[src/rtl/minmaxavg_sequencer_pkg.sv]
// Shared definitions for the Min/Max/Avg statistics sequencer:
// state encoding, register initial values and divider length.
package minmaxavg_sequencer_pkg;

  localparam int DW_DEF     = 8;
  localparam int SW_DEF     = 16;
  localparam int CW_DEF     = 8;

  // Min starts at the most positive value, Max at the most negative,
  // so the first accepted sample always loads both registers.
  localparam int MIN_INIT   = 127;
  localparam int MAX_INIT   = -128;

  // One restoring-divide step per bit of the sum accumulator.
  localparam int DIV_CYCLES = SW_DEF;

  typedef enum logic [2:0] {
    S_IDLE  = 3'd0,
    S_INIT  = 3'd1,
    S_ACCUM = 3'd2,
    S_DIV   = 3'd3,
    S_DONE  = 3'd4
  } state_t;

endpackage

[src/rtl/minmaxavg_sequencer_serial_divider.sv]
// Serial restoring divider: unsigned SW-bit dividend by CW-bit divisor,
// one quotient bit per cycle. The first step runs in the start cycle, so
// the final quotient is presented (with done) in the SW-th cycle.
module minmaxavg_sequencer_serial_divider
  import minmaxavg_sequencer_pkg::*;
#(
  parameter int SW = SW_DEF,
  parameter int CW = CW_DEF
) (
  input  logic          CLK,
  input  logic          RESET,
  input  logic          start,
  input  logic [SW-1:0] dividend,
  input  logic [CW-1:0] divisor,
  output logic [SW-1:0] quotient,
  output logic          done
);

  localparam int STEP_W = $clog2(SW);

  logic [SW-1:0]     quot_reg;
  logic [CW-1:0]     rem_reg;
  logic [STEP_W-1:0] step_reg;
  logic              running;

  logic [SW-1:0]     src_quot;
  logic [CW-1:0]     src_rem;
  logic [CW:0]       shifted;
  logic [CW:0]       rem_next;
  logic [SW-1:0]     quot_next;
  logic              unused_rem_msb;

  // One restoring step: shift in the next dividend bit, subtract if it fits.
  always_comb begin
    src_quot  = start ? dividend : quot_reg;
    src_rem   = start ? '0 : rem_reg;
    shifted   = {src_rem, src_quot[SW-1]};
    rem_next  = shifted;
    quot_next = {src_quot[SW-2:0], 1'b0};
    if (shifted >= {1'b0, divisor}) begin
      rem_next     = shifted - {1'b0, divisor};
      quot_next[0] = 1'b1;
    end
  end

  // The remainder is always below the divisor, so its top bit is always zero.
  assign unused_rem_msb = rem_next[CW];

  assign done     = running && (step_reg == STEP_W'(SW - 1));
  assign quotient = quot_next;

  // Iteration state: partial quotient, remainder and step counter.
  always_ff @(posedge CLK or negedge RESET) begin
    if (!RESET) begin
      quot_reg <= '0;
      rem_reg  <= '0;
      step_reg <= '0;
      running  <= 1'b0;
    end else if (start || running) begin
      quot_reg <= quot_next;
      rem_reg  <= rem_next[CW-1:0];
      step_reg <= start ? STEP_W'(1) : step_reg + STEP_W'(1);
      running  <= start ? 1'b1 : !done;
    end
  end

endmodule

[src/rtl/minmaxavg_sequencer.sv]
// Sequencer for one Min/Max/Avg statistics run: initialises the external
// Min/Max registers, strobes them on new extremes, accumulates the sum and
// divides it by the sample count (truncating toward zero).
module minmaxavg_sequencer
  import minmaxavg_sequencer_pkg::*;
#(
  parameter int DW = DW_DEF,
  parameter int SW = SW_DEF,
  parameter int CW = CW_DEF
) (
  input  logic          CLK,
  input  logic          RESET,
  input  logic          start,
  input  logic [CW-1:0] count,
  input  logic [DW-1:0] sample_in,
  input  logic          sample_valid,
  output logic          sample_ready,
  input  logic [DW-1:0] min_q,
  input  logic [DW-1:0] max_q,
  output logic [DW-1:0] min_d,
  output logic          min_load,
  output logic [DW-1:0] max_d,
  output logic          max_load,
  output logic [DW-1:0] avg_out,
  output logic          busy,
  output logic          done,
  output logic          empty
);

  state_t        state, state_next;
  logic [CW-1:0] remaining;
  logic [CW-1:0] divisor;
  logic [SW-1:0] sum;
  logic          div_start;
  logic          div_done;
  logic [SW-1:0] div_q;
  logic          accept;
  logic          sum_neg;
  logic [SW-1:0] sum_mag;
  logic [DW-1:0] avg_next;
  logic          unused_quot_bits;

  assign accept  = (state == S_ACCUM) && sample_valid;
  assign sum_neg = sum[SW-1];
  assign sum_mag = sum_neg ? (SW'(0) - sum) : sum;

  // The magnitude quotient always fits DW, so negating just the low bits
  // gives the correctly signed, zero-truncated average.
  assign avg_next         = sum_neg ? (DW'(0) - div_q[DW-1:0]) : div_q[DW-1:0];
  assign unused_quot_bits = ^div_q[SW-1:DW];

  minmaxavg_sequencer_serial_divider #(.SW(SW), .CW(CW)) u_divider (
    .CLK      (CLK),
    .RESET    (RESET),
    .start    (div_start),
    .dividend (sum_mag),
    .divisor  (divisor),
    .quotient (div_q),
    .done     (div_done)
  );

  // State register.
  always_ff @(posedge CLK or negedge RESET) begin
    if (!RESET) state <= S_IDLE;
    else        state <= state_next;
  end

  // Next-state logic.
  always_comb begin
    state_next = state;
    case (state)
      S_IDLE:  if (start) state_next = S_INIT;
      S_INIT:  state_next = (remaining == '0) ? S_DONE : S_ACCUM;
      S_ACCUM: if (accept && remaining == CW'(1)) state_next = S_DIV;
      S_DIV:   if (div_done) state_next = S_DONE;
      S_DONE:  state_next = S_IDLE;
      default: state_next = S_IDLE;
    endcase
  end

  // Register-side strobes and handshake; compares use the registers as presented.
  always_comb begin
    sample_ready = 1'b0;
    min_d        = '0;
    max_d        = '0;
    min_load     = 1'b0;
    max_load     = 1'b0;
    case (state)
      S_INIT: begin
        min_d    = DW'(MIN_INIT);
        max_d    = DW'(MAX_INIT);
        min_load = 1'b1;
        max_load = 1'b1;
      end
      S_ACCUM: begin
        sample_ready = 1'b1;
        if (accept) begin
          min_d    = sample_in;
          max_d    = sample_in;
          min_load = $signed(sample_in) < $signed(min_q);
          max_load = $signed(sample_in) > $signed(max_q);
        end
      end
      default: ;
    endcase
  end

  // Run datapath: count latch, sum accumulation, divider kick-off and status flags.
  always_ff @(posedge CLK or negedge RESET) begin
    if (!RESET) begin
      remaining <= '0;
      divisor   <= '0;
      sum       <= '0;
      div_start <= 1'b0;
      avg_out   <= '0;
      busy      <= 1'b0;
      done      <= 1'b0;
      empty     <= 1'b0;
    end else begin
      done      <= 1'b0;
      div_start <= 1'b0;
      case (state)
        S_IDLE: begin
          if (start) begin
            remaining <= count;
            divisor   <= count;
            busy      <= 1'b1;
          end
        end
        S_INIT: begin
          sum     <= '0;
          empty   <= (remaining == '0);
          avg_out <= '0;
          if (remaining == '0) done <= 1'b1;
        end
        S_ACCUM: begin
          if (accept) begin
            sum       <= sum + {{(SW-DW){sample_in[DW-1]}}, sample_in};
            remaining <= remaining - CW'(1);
            if (remaining == CW'(1)) div_start <= 1'b1;
          end
        end
        S_DIV: begin
          if (div_done) begin
            avg_out <= avg_next;
            done    <= 1'b1;
          end
        end
        S_DONE: busy <= 1'b0;
        default: ;
      endcase
    end
  end

endmodule

[config.mk]
export PLATFORM = sky130hd
export DESIGN_NAME = minmaxavg_sequencer
export DESIGN_NICKNAME = d
export VERILOG_FILES = /design/src/rtl/minmaxavg_sequencer_pkg.sv /design/src/rtl/minmaxavg_sequencer_serial_divider.sv /design/src/rtl/minmaxavg_sequencer.sv
export SDC_FILE = /design/constraint.sdc
export NUM_CORES = 1
export LEC_CHECK = 0
export CELL_PAD_IN_SITES_DETAIL_PLACEMENT = 2
export CELL_PAD_IN_SITES_GLOBAL_PLACEMENT = 2
export CORE_MARGIN = 3
export CORE_UTILIZATION = 34
export CTS_BUF_LIST = sky130_fd_sc_hd__clkbuf_16
export DETAILED_ROUTE_END_ITERATION = 8
export GPL_TIMING_DRIVEN = 0
export PLACE_DENSITY_LB_ADDON = 0.1
export RECOVER_POWER = 100
export SETUP_SLACK_MARGIN = 0.15
export SYNTH_ARGS = -nofsm -noshare
export SYNTH_HDL_FRONTEND = slang
export SYNTH_SLANG_ARGS = --single-unit
[constraint.sdc]
create_clock -name CLK -period 4.3 [get_ports CLK]
set_clock_uncertainty 0.2 [all_clocks]
set_input_delay 0.43 -clock CLK [delete_from_list [all_inputs] [get_ports CLK]]
set_output_delay 0.43 -clock CLK [all_outputs]
set_load 0.005 [all_outputs]
==> results_dict.tcl <==
set metrics [dict create \
    ys_ff_latch 76 \
    worstPathRequired_ns 4.31 \
    powerDensity_nw_per_um2 714 \
    fin_crit_ns 4.01 \
    cap_violations 1 \
    synth_compound_area_share_pct 19.8 \
    synthFlopType "dfrtp_1" \
    rows 45 \
    core-area_um2 15400 \
    clockRootBuffer "clkbuf_16" \
    critical_path_arrival_ns 4.02 \
    rsz0062_at_grt "false" \
    async_flop_share_pct 100 \
    pin_count 66 \
    grt_pass1_wl_um 29800 \
    netlist_instances 631 \
    syn_area_um2 5390 \
    setup_violations 0 \
    diodes 0 \
    drive_gt1_share_pct 8.85 \
    max_stage_delay_ns 0.43 \
    ir_drop_mv 0.254 \
    syn_nets 713 \
    clock_sinks 76 \
    place_hpwl_um 13900 \
    ant_nets 0 \
    setup_tns_ns 0 \
    period_share_pct 93.1 \
    die_area_um2 17400 \
    overflow 0 \
    multi_input_area_um2 3240 \
    gp_congestion 0.840 \
    total_leakage_power_nw 3.06 \
    grt_usage_pct 21.0 \
    crit_path_top_delay_cell "dfrtp_2" \
    vias 5018 \
    synth-xor-area-share_pct 6.01 \
    wl_per_cell_um 19.3 \
    crit_chain "or3_4 > nor3_4 > nand4_1 > nor4_2 > a21oi_2 > ha_2 > nor2b_4 > o21ai_1 > and3_2 > a21oi_4 > nand2b_4 > inv_2 > buf_4 > ha_1 > a31o_1 > inv_1 > o21ai_1 > xor2_1 > o21ai_1" \
    final_area_um2 6730 \
    crit_buf_inv 3 \
    antenna_found_initial 0 \
    cts.htree.levels 3 \
    slew_headroom_pct -15.6 \
    wirelength_um 18100 \
    instances_no_fill 934 \
    grt_pass1_vias 5526 \
    hold_viol_final 0 \
    routed_via_density 5.37 \
    syn_avg_cell_area_um2 8.54 \
    final-seq-area_um2 1910 \
    die_w_um 132 \
    synth_cell_types 71 \
    start_util_pct 35.1 \
    crit_top_cell "o21ai_1" \
    synth_top_family_by_area "simple AND/OR/NAND/NOR gates" \
    placedInstanceArea_um2 6330 \
    violations "max-capacitance violations, max-slew violations" \
    dp.cells 908 \
    tightest_slew_ns 1.73 \
    final_cell_mix "nand2_1, dfrtp_1, o21ai_0" \
    die-height_um 132 \
    yosysWarnings 0 \
    grt_max_degree 48 \
    cts_made_buffers 9 \
    drt_iter0_drc 158 \
    criticalPathCategory "reg2reg" \
    drcViolationCount 0 \
    critPathTopFamily "simple AND/OR/NAND/NOR gates" \
    synth-simple-area-share_pct 20.2 \
    cts.path.max_buffers 2 \
    synth_fa_ha_area_share_pct 11.0 \
    area_growth_pct 24.9 \
    nFillCells 1725 \
    critPathMaxFanout 10 \
    final_common_cell "nand2_1" \
    crit_path_end_kind "flop" \
    start_kind "flop" \
    synth_edf_count 0 \
    muxShareOfSynthArea_pct 2.46 \
    cts_tree "yes" \
    total_power_w 0.00480 \
    seq_area_frac_synth_pct 35.3 \
    dr.pass1.iters 4 \
    fmax_mhz 250 \
    status "finished, violations left" \
    hp-class "reg2reg" \
    portBuffers 65 \
    maxSlewViolCount 31 \
    fin_util_pct 43.8 \
    clk_latency_ns 0.35 \
    nNetsFinal 800 \
    clk_pin_slew_ns 0.06 \
]
==> worst min-delay path, stage by stage, from the launching register on <==
cell     delay, ns
dfrtp_1       0.34
nand2_1       0.05
nand2_1       0.06
==> metrics by stage <==
stage	hold WS [ns]	worst slack, ns
after floorplan	-0.0656	0.594
after global placement	0.264	-0.294
after detailed placement	0.204	-0.240
after CTS	0.293	0.110
after global routing	0.338	0.0548
final	0.286	0.295
==> cell families after synthesis <==
kind of cell / count (synthesis)
adders and majority gates: 46
and+or+nand+nor: 226
DFF: 76
muxes: 13
AOI/OAI and AO/OA: 169
xor gates and xnor gates: 37
buffers and inverters: 64
==> path summary, 6_finish.rpt <==
check / slack (ns) / from / endpoint / depth (start not counted)
worst max register to register: 0.29 / sum[4] / avg_out[6] / 19
worst min register to register: 0.29 / empty / empty / 2
worst max-delay path: 0.29 / sum[4] / avg_out[6] / 19
worst min-delay path: 0.29 / empty / empty / 2
min in group asynchronous: 0.87 / RESET / remaining[2] / 2
max in group asynchronous: 1.03 / RESET / u_divider.quot_reg[14] / 3
==> power by group <==
group	switching, W	internal (W)	total [W]
clock	0.000316	0.000501	0.000817
combinational	0.00153	0.00118	0.00271
sequential	0.000284	0.000992	0.00128
==> cell type report <==
cell class | instances | share of cell area [%]
Buffer | 25 | 1.82
Tap cell | 211 | 3.92
Inverter | 37 | 2.10
Multi-Input combinational cell | 491 | 48.2
Clock inverter | 7 | 1.25
Sequential cell | 76 | 28.3
Timing Repair Buffer | 78 | 11.0
Clock buffer | 9 | 3.35
==> synth_stat cells, drive strengths merged (3+ instances only) <==
cell type   n  area (µm²)
a211oi      4        30.0
a21o        7        52.6
a21oi      37         196
a22oi       3        22.5
a31oi       7        43.8
and2        4        25.0
and3       10        62.6
buf        12        83.8
clkbuf     15        60.1
dfrtp      76        1900
ha         44         551
inv        37         141
mux2i      11         110
nand2      77         289
nand2b      6        37.5
nand3      30         150
nand4       4        25.0
nor2       45         169
nor2b      11        68.8
nor3       12        65.1
nor4        4        25.0
o21a        6        45.0
o21ai      71         355
o221ai      3        32.5
o31ai       9        72.6
or2         9        56.3
or3         4        30.0
xnor2      24         210
xor2       13         114
==> per-layer routing <==
| metal | up-vias | track usage, % | part of all wire [%] |
|---|---|---|---|
| li1 | 2399 | - | - |
| met1 | 2527 | 25.9 | 44 |
| met2 | 78 | 38.0 | 52 |
| met3 | 14 | 3.89 | 2.7 |
| met4 | 0 | 4.96 | 1.1 |
| met5 | - | 0 | 0 |
==> repair_timing <==
item,CTS,global route
setup buffers,0,11
setup endpoints to repair,4,5
pin swaps,1,5
endpoints found under the hold margin,29,0
hold buffers,1,0
gates resized for setup,7,9
Note: power is estimated with default switching activity, not from simulation.
